[src/rtl/output_compare_if.sv]
// Bus bundle for one output-compare channel: counter feed, register
// write port, flag clear and the channel outputs.
interface output_compare_if #(
    parameter int unsigned CNT_W = 16
);
    logic             i_module_en;
    logic [CNT_W-1:0] i_cnt_data;
    logic             i_cnt_ovf_flg;
    logic             i_wr_cmp;
    logic             i_wr_ctrl;
    logic [CNT_W-1:0] i_wr_data;
    logic             i_flg_clr;
    logic             o_out_pin;
    logic             o_cmp_flg;
    logic             o_cmp_pending;
    logic [CNT_W-1:0] o_cmp_val;

    // Driver side: counter source and register writer
    modport master (
        output i_module_en, i_cnt_data, i_cnt_ovf_flg,
        output i_wr_cmp, i_wr_ctrl, i_wr_data, i_flg_clr,
        input  o_out_pin, o_cmp_flg, o_cmp_pending, o_cmp_val
    );

    // Compare channel side
    modport slave (
        input  i_module_en, i_cnt_data, i_cnt_ovf_flg,
        input  i_wr_cmp, i_wr_ctrl, i_wr_data, i_flg_clr,
        output o_out_pin, o_cmp_flg, o_cmp_pending, o_cmp_val
    );
endinterface

[src/rtl/output_compare.sv]
// Single output-compare channel: compare register with optional
// overflow-synchronised preload, edge-detected match events driving
// set/clear/toggle/frozen pin actions, PWM mode and a sticky match flag.
module output_compare #(
    parameter int unsigned CNT_W = 16
) (
    input  logic           i_sysclk,
    input  logic           i_sysrst,
    output_compare_if.slave bus
);

    logic [4:0]       r_ctrl;
    logic [CNT_W-1:0] r_active;
    logic [CNT_W-1:0] r_shadow;
    logic             r_pending;
    logic             r_pin;
    logic             r_flg;
    logic             r_match_d;

    logic [1:0]       w_mode;
    logic             w_pwm_en;
    logic             w_pol_inv;
    logic             w_preload;
    logic             w_match;
    logic             w_event;

    assign w_mode    = r_ctrl[1:0];
    assign w_pwm_en  = r_ctrl[2];
    assign w_pol_inv = r_ctrl[3];
    assign w_preload = r_ctrl[4];

    assign w_match = (bus.i_cnt_data == r_active);
    assign w_event = w_match & ~r_match_d & bus.i_module_en;

    // Control register write
    always_ff @(posedge i_sysclk) begin
        if (!i_sysrst) begin
            r_ctrl <= '0;
        end else if (bus.i_wr_ctrl) begin
            r_ctrl <= bus.i_wr_data[4:0];
        end
    end

    // Active/shadow compare registers; a write coinciding with an overflow
    // transfers the old shadow while the new data stays pending
    always_ff @(posedge i_sysclk) begin
        if (!i_sysrst) begin
            r_active  <= '0;
            r_shadow  <= '0;
            r_pending <= 1'b0;
        end else begin
            if (bus.i_cnt_ovf_flg && r_pending) begin
                r_active  <= r_shadow;
                r_pending <= 1'b0;
            end
            if (bus.i_wr_cmp) begin
                if (w_preload) begin
                    r_shadow  <= bus.i_wr_data;
                    r_pending <= 1'b1;
                end else begin
                    r_active  <= bus.i_wr_data;
                end
            end
        end
    end

    // Registered match for edge detection; forced low while disabled so
    // enabling inside equality yields an event
    always_ff @(posedge i_sysclk) begin
        if (!i_sysrst) begin
            r_match_d <= 1'b0;
        end else begin
            r_match_d <= w_match & bus.i_module_en;
        end
    end

    // Internal pin state: PWM level every enabled cycle, else mode action on events
    always_ff @(posedge i_sysclk) begin
        if (!i_sysrst) begin
            r_pin <= 1'b0;
        end else if (bus.i_module_en) begin
            if (w_pwm_en) begin
                r_pin <= (r_active > bus.i_cnt_data);
            end else if (w_event) begin
                case (w_mode)
                    2'b01:   r_pin <= 1'b1;
                    2'b10:   r_pin <= 1'b0;
                    2'b11:   r_pin <= ~r_pin;
                    default: r_pin <= r_pin;
                endcase
            end
        end
    end

    // Sticky match flag; a match event beats a simultaneous clear
    always_ff @(posedge i_sysclk) begin
        if (!i_sysrst) begin
            r_flg <= 1'b0;
        end else if (w_event) begin
            r_flg <= 1'b1;
        end else if (bus.i_flg_clr && bus.i_module_en) begin
            r_flg <= 1'b0;
        end
    end

    // Output drive
    always_comb begin
        bus.o_out_pin     = r_pin ^ w_pol_inv;
        bus.o_cmp_flg     = r_flg;
        bus.o_cmp_pending = r_pending;
        bus.o_cmp_val     = r_active;
    end

endmodule

[src/flat_wrapper.sv]
// flat-port wrapper written by rule: the top's interface ports become plain ports
module output_compare_flat 
#(
    parameter int unsigned CNT_W = 16
)
  (i_sysclk, i_sysrst, bus_i_module_en, bus_i_cnt_data, bus_i_cnt_ovf_flg, bus_i_wr_cmp, bus_i_wr_ctrl, bus_i_wr_data, bus_i_flg_clr, bus_o_out_pin, bus_o_cmp_flg, bus_o_cmp_pending, bus_o_cmp_val);
  output_compare_if #(.CNT_W(CNT_W)) bus_i ();
  input  logic i_sysclk;
  input  logic i_sysrst;
  input wire logic [$bits(bus_i.i_module_en)-1:0] bus_i_module_en;
  input wire logic [$bits(bus_i.i_cnt_data)-1:0] bus_i_cnt_data;
  input wire logic [$bits(bus_i.i_cnt_ovf_flg)-1:0] bus_i_cnt_ovf_flg;
  input wire logic [$bits(bus_i.i_wr_cmp)-1:0] bus_i_wr_cmp;
  input wire logic [$bits(bus_i.i_wr_ctrl)-1:0] bus_i_wr_ctrl;
  input wire logic [$bits(bus_i.i_wr_data)-1:0] bus_i_wr_data;
  input wire logic [$bits(bus_i.i_flg_clr)-1:0] bus_i_flg_clr;
  output wire logic [$bits(bus_i.o_out_pin)-1:0] bus_o_out_pin;
  output wire logic [$bits(bus_i.o_cmp_flg)-1:0] bus_o_cmp_flg;
  output wire logic [$bits(bus_i.o_cmp_pending)-1:0] bus_o_cmp_pending;
  output wire logic [$bits(bus_i.o_cmp_val)-1:0] bus_o_cmp_val;
  assign bus_i.i_module_en = bus_i_module_en;
  assign bus_i.i_cnt_data = bus_i_cnt_data;
  assign bus_i.i_cnt_ovf_flg = bus_i_cnt_ovf_flg;
  assign bus_i.i_wr_cmp = bus_i_wr_cmp;
  assign bus_i.i_wr_ctrl = bus_i_wr_ctrl;
  assign bus_i.i_wr_data = bus_i_wr_data;
  assign bus_i.i_flg_clr = bus_i_flg_clr;
  assign bus_o_out_pin = bus_i.o_out_pin;
  assign bus_o_cmp_flg = bus_i.o_cmp_flg;
  assign bus_o_cmp_pending = bus_i.o_cmp_pending;
  assign bus_o_cmp_val = bus_i.o_cmp_val;
  output_compare #(.CNT_W(CNT_W)) u_core (.i_sysclk(i_sysclk), .i_sysrst(i_sysrst), .bus(bus_i));
endmodule
[config.mk]
export PLATFORM = sky130hd
export DESIGN_NAME = output_compare_flat
export DESIGN_NICKNAME = d
export VERILOG_FILES = /design/src/rtl/output_compare_if.sv /design/src/rtl/output_compare.sv /design/src/flat_wrapper.sv
export SDC_FILE = /design/constraint.sdc
export NUM_CORES = 1
export LEC_CHECK = 0
export CAP_MARGIN = 20
export CORE_MARGIN = 4
export CORE_UTILIZATION = 48
export DETAILED_ROUTE_END_ITERATION = 10
export PLACE_DENSITY = 0.83
export REMOVE_ABC_BUFFERS = 1
export SLEW_MARGIN = 10
export SYNTH_ARGS = -nofsm -noshare
export SYNTH_HDL_FRONTEND = slang
export SYNTH_SLANG_ARGS = --single-unit
[constraint.sdc]
create_clock -name i_sysclk -period 2.21 [get_ports i_sysclk]
set_input_delay 0.663 -clock i_sysclk [delete_from_list [all_inputs] [get_ports i_sysclk]]
set_output_delay 0.663 -clock i_sysclk [all_outputs]
set_load 0.05 [all_outputs]
==> results.yml, run 1 <==
worst_hold_path:
  hold_path.class: "reg2reg"
floorplanning:
  die-area_um2: 5460
  start_util_pct: 50.9
  die_x_um: 73.9
  chipHeight_um: 73.9
  ioPinCount: 58
  core_um2: 4090
  rows: 23
finish:
  area_growth_pct: 49.8
  multi_input_area_um2: 1320
  nets: 375
  num_antenna_cells: 0
  post-route-util_pct: 76.3
  final-seq-area_um2: 821
  fin_cells: 370
  n_fill_cell: 288
  drive_gt1_share_pct: 17.5
sta:
  fin_worst_skew_ps: 5.75
  finalSetupViolCount: 0
  period_minus_slack_ps: 2180
  slew_violations: 0
  whs_ps: 459
  post-route-period-util_pct: 98.5
  max_slew_margin_pct: 65.5
  worstMarginPinSlew_ps: 516
  maxClockFrequency_mhz: 459
  setup_tns_ps: 0
  hold_viol: 0
placement:
  place.gp.congestion: 0.861
  port-buffer-count: 57
  dpl.hpwl_um: 4130
  dp_cells: 363
critical_path:
  critPathBufInv: 1
  slowest_delay_ps: 830
  cpMaxStageDelayCell: "clkdlybuf4s50_1"
  reg2reg_slack_ps: 400
  worstPathArrival_ps: 1510
  critPathRequiredTime_ps: 1550
  crit_path_cell_trace: "clkdlybuf4s50_1"
  crit_fanout: 3
  critical-path-top-delay-family: "buffers and inverters"
  path_class: "reg2out"
  critPathCaptureType: "primary output"
  worst_setup_path_start_kind: "flip-flop"
pwr:
  p_int_mw: 1.25
  total_power_mw: 1.81
  power.clock.fraction_pct: 27.4
  switching_share_pct: 30.8
  vdd_drop_max_mv: 0.454
  p_leak_nw: 1.42
  switching_power_mw: 0.558
  power_density_nw_per_um2: 580
  p_comb_share_pct: 27.5
  power_frac_seq_pct: 45.1
clock_network:
  postCtsSetupBuffers: 0
  cts_made_buffers: 5
  clk_pin_slew_worst_paths_ps: 70
  clock_path_buffers: 2
  cts.sinks: 41
  h-tree-depth: 2
  clock_latency_ps: 290
  cts_tree: "done"
  cts-root-buf: "clkbuf_8"
synthesis:
  synth_top_area_share_pct: 39.4
  synth_mux_area_share_pct: 2.40
  netlist_top_cells_area: "dfxtp_1 39%, nand2_1 9.7%, ha_1 9.6%, a311oi_1 6.7%, a21oi_1 5.5%"
  synthArstFlopShare_pct: 0
  synth_top_area_cell: "dfxtp_1"
  synth-edff-count: 0
  seq_area_frac_synth_pct: 39.4
  ys.flop_type: "dfxtp_1"
  synth_area_um2: 2080
  avgSynthCellArea_um2: 8.13
  synth_cells: 256
  ys_ff_latch: 41
  synth_common_cells: "54 x nand2_1, 41 x dfxtp_1, 25 x nor2_1, 23 x a21oi_1, 19 x nand3_1"
  synth-xor-area-share_pct: 0.421
  yosys.area_share.simple_pct: 25.7
  yosys.cell_types.count: 32
  yosys_warnings: 0
  synth_top_family_by_area: "simple AND/OR/NAND/NOR gates"
  yosys.area_share.adder_pct: 9.62
  yosysMostFrequentCell: "nand2_1"
  synth-compound-area-share_pct: 16.2
global_route:
  grt_max_degree: 33
  antenna_found_initial: 0
  gr-total-overflow: 0
  grt_pass1_wl_um: 9270
  first_global_vias: 2120
  grt_use_total_pct: 22.0
job:
  drv_cap: 0
route:
  wl_per_cell_um: 16.0
  drtPass1Iterations: 4
  ant_nets: 0
  drt-initial-drc-count: 175
  drcViolationCount: 0
  viasPerCell: 5.70
  num_vias: 2109
  drt_wl_total_um: 5920
run_status:
  status: "complete, no violations"
metal layers:
metal | GRT usage, % | vias up | part of all wire (%)
li1 | - | 1016 | -
met1 | 26.4 | 994 | 40
met2 | 38.8 | 86 | 50
met3 | 3.15 | 13 | 7.8
met4 | 9.26 | 0 | 2.2
met5 | 0 | - | 0
layout make-up:
type | count | area share, %
inverters | 17 | 2.05
multi-input cells | 182 | 42.2
flip-flops and latches | 41 | 26.3
repair buffers | 73 | 24.7
well taps | 50 | 2.01
clock buffers | 7 | 2.77
layout by cell type, fill, tap and decap left out, types with 2 or more instances in the layout:
master,n
buf_12,3
nor2_1,25
inv_2,10
nand2b_1,2
nand3_1,19
nand4_4,3
nor4_4,2
inv_1,7
a311oi_1,16
o21ai_0,2
mux2i_1,5
clkbuf_8,6
ha_4,12
buf_4,16
nand2_1,54
dfxtp_1,41
nor2b_1,2
a21oi_1,23
ha_1,4
clkdlybuf4s50_1,34
dlymetal6s2s_1,20
final timing paths:
| path | startpoint | end | cells after the start |
|---|---|---|---|
| worst max-delay path | u_core.bus.o_cmp_val[5] | bus_o_cmp_val[5] | 1 |
| worst min-delay path | u_core.r_shadow[7] | u_core.r_shadow[7] | 2 |
| worst max register to register | u_core.bus.o_cmp_val[9] | u_core.r_pin | 7 |
| worst min register to register | u_core.r_shadow[7] | u_core.r_shadow[7] | 2 |
state kept, by name (all words and copies together), names as in the netlist:
name / count
u_core.r_ctrl: 5
u_core.bus.o_cmp_pending: 1
u_core.bus.o_cmp_val: 16
u_core.r_shadow: 16
u_core.r_pin: 1
u_core.bus.o_cmp_flg: 1
u_core.r_match_d: 1
kinds of logic (layout without fill, tap and decap cells):
| kind of cell | count (synthesis) | after routing |
|---|---|---|
| xor+xnor | 1 | 1 |
| buf+inv | 33 | 97 |
| simple gates | 112 | 112 |
| mux | 5 | 5 |
| flops | 41 | 41 |
| compound gates | 48 | 48 |
| fa+ha+maj | 16 | 16 |
stage by stage:
| step | cell area (µm²) | setup slack [ps] |
|---|---|---|
| floorplan | 2020 | 227 |
| global placement | 2800 | -286 |
| detailed placement | 2800 | -326 |
| CTS | 2890 | 1.21 |
| global route | 3120 | -23.6 |
| finish | 3120 | 32.5 |
what timing repair did:
action / CTS / global route
pin swaps: 0 / 15
hold buffers: 0 / 0
setup endpoints to repair: 1 / 2
resized for setup: 1 / 46
power groups by stage:
stage	Clock, mW	Combinational [mW]	Sequential [mW]
3_3_place_gp	0	0.442	0.825
4_1_cts	0.494	0.457	0.809
6_report	0.496	0.498	0.816
5_1_grt	0.528	0.536	0.823
2_1_floorplan	0	0.167	0.904
3_5_place_dp	0	0.454	0.826
Power figures use the tool's default switching activity.
==> inputs of run 2 (changes only) <==
Settings changed: CAP_MARGIN 20 to 15, SLEW_MARGIN 10 to 20.
==> results of run 2 <==
No change in the layout: final DEF, timing and power equal those of run 1.
==> inputs of run 3 (changes only) <==
Settings changed: CTS_CLUSTER_SIZE set to 10.
==> results of run 3 <==
No change in the layout: final DEF, timing and power equal those of run 1.
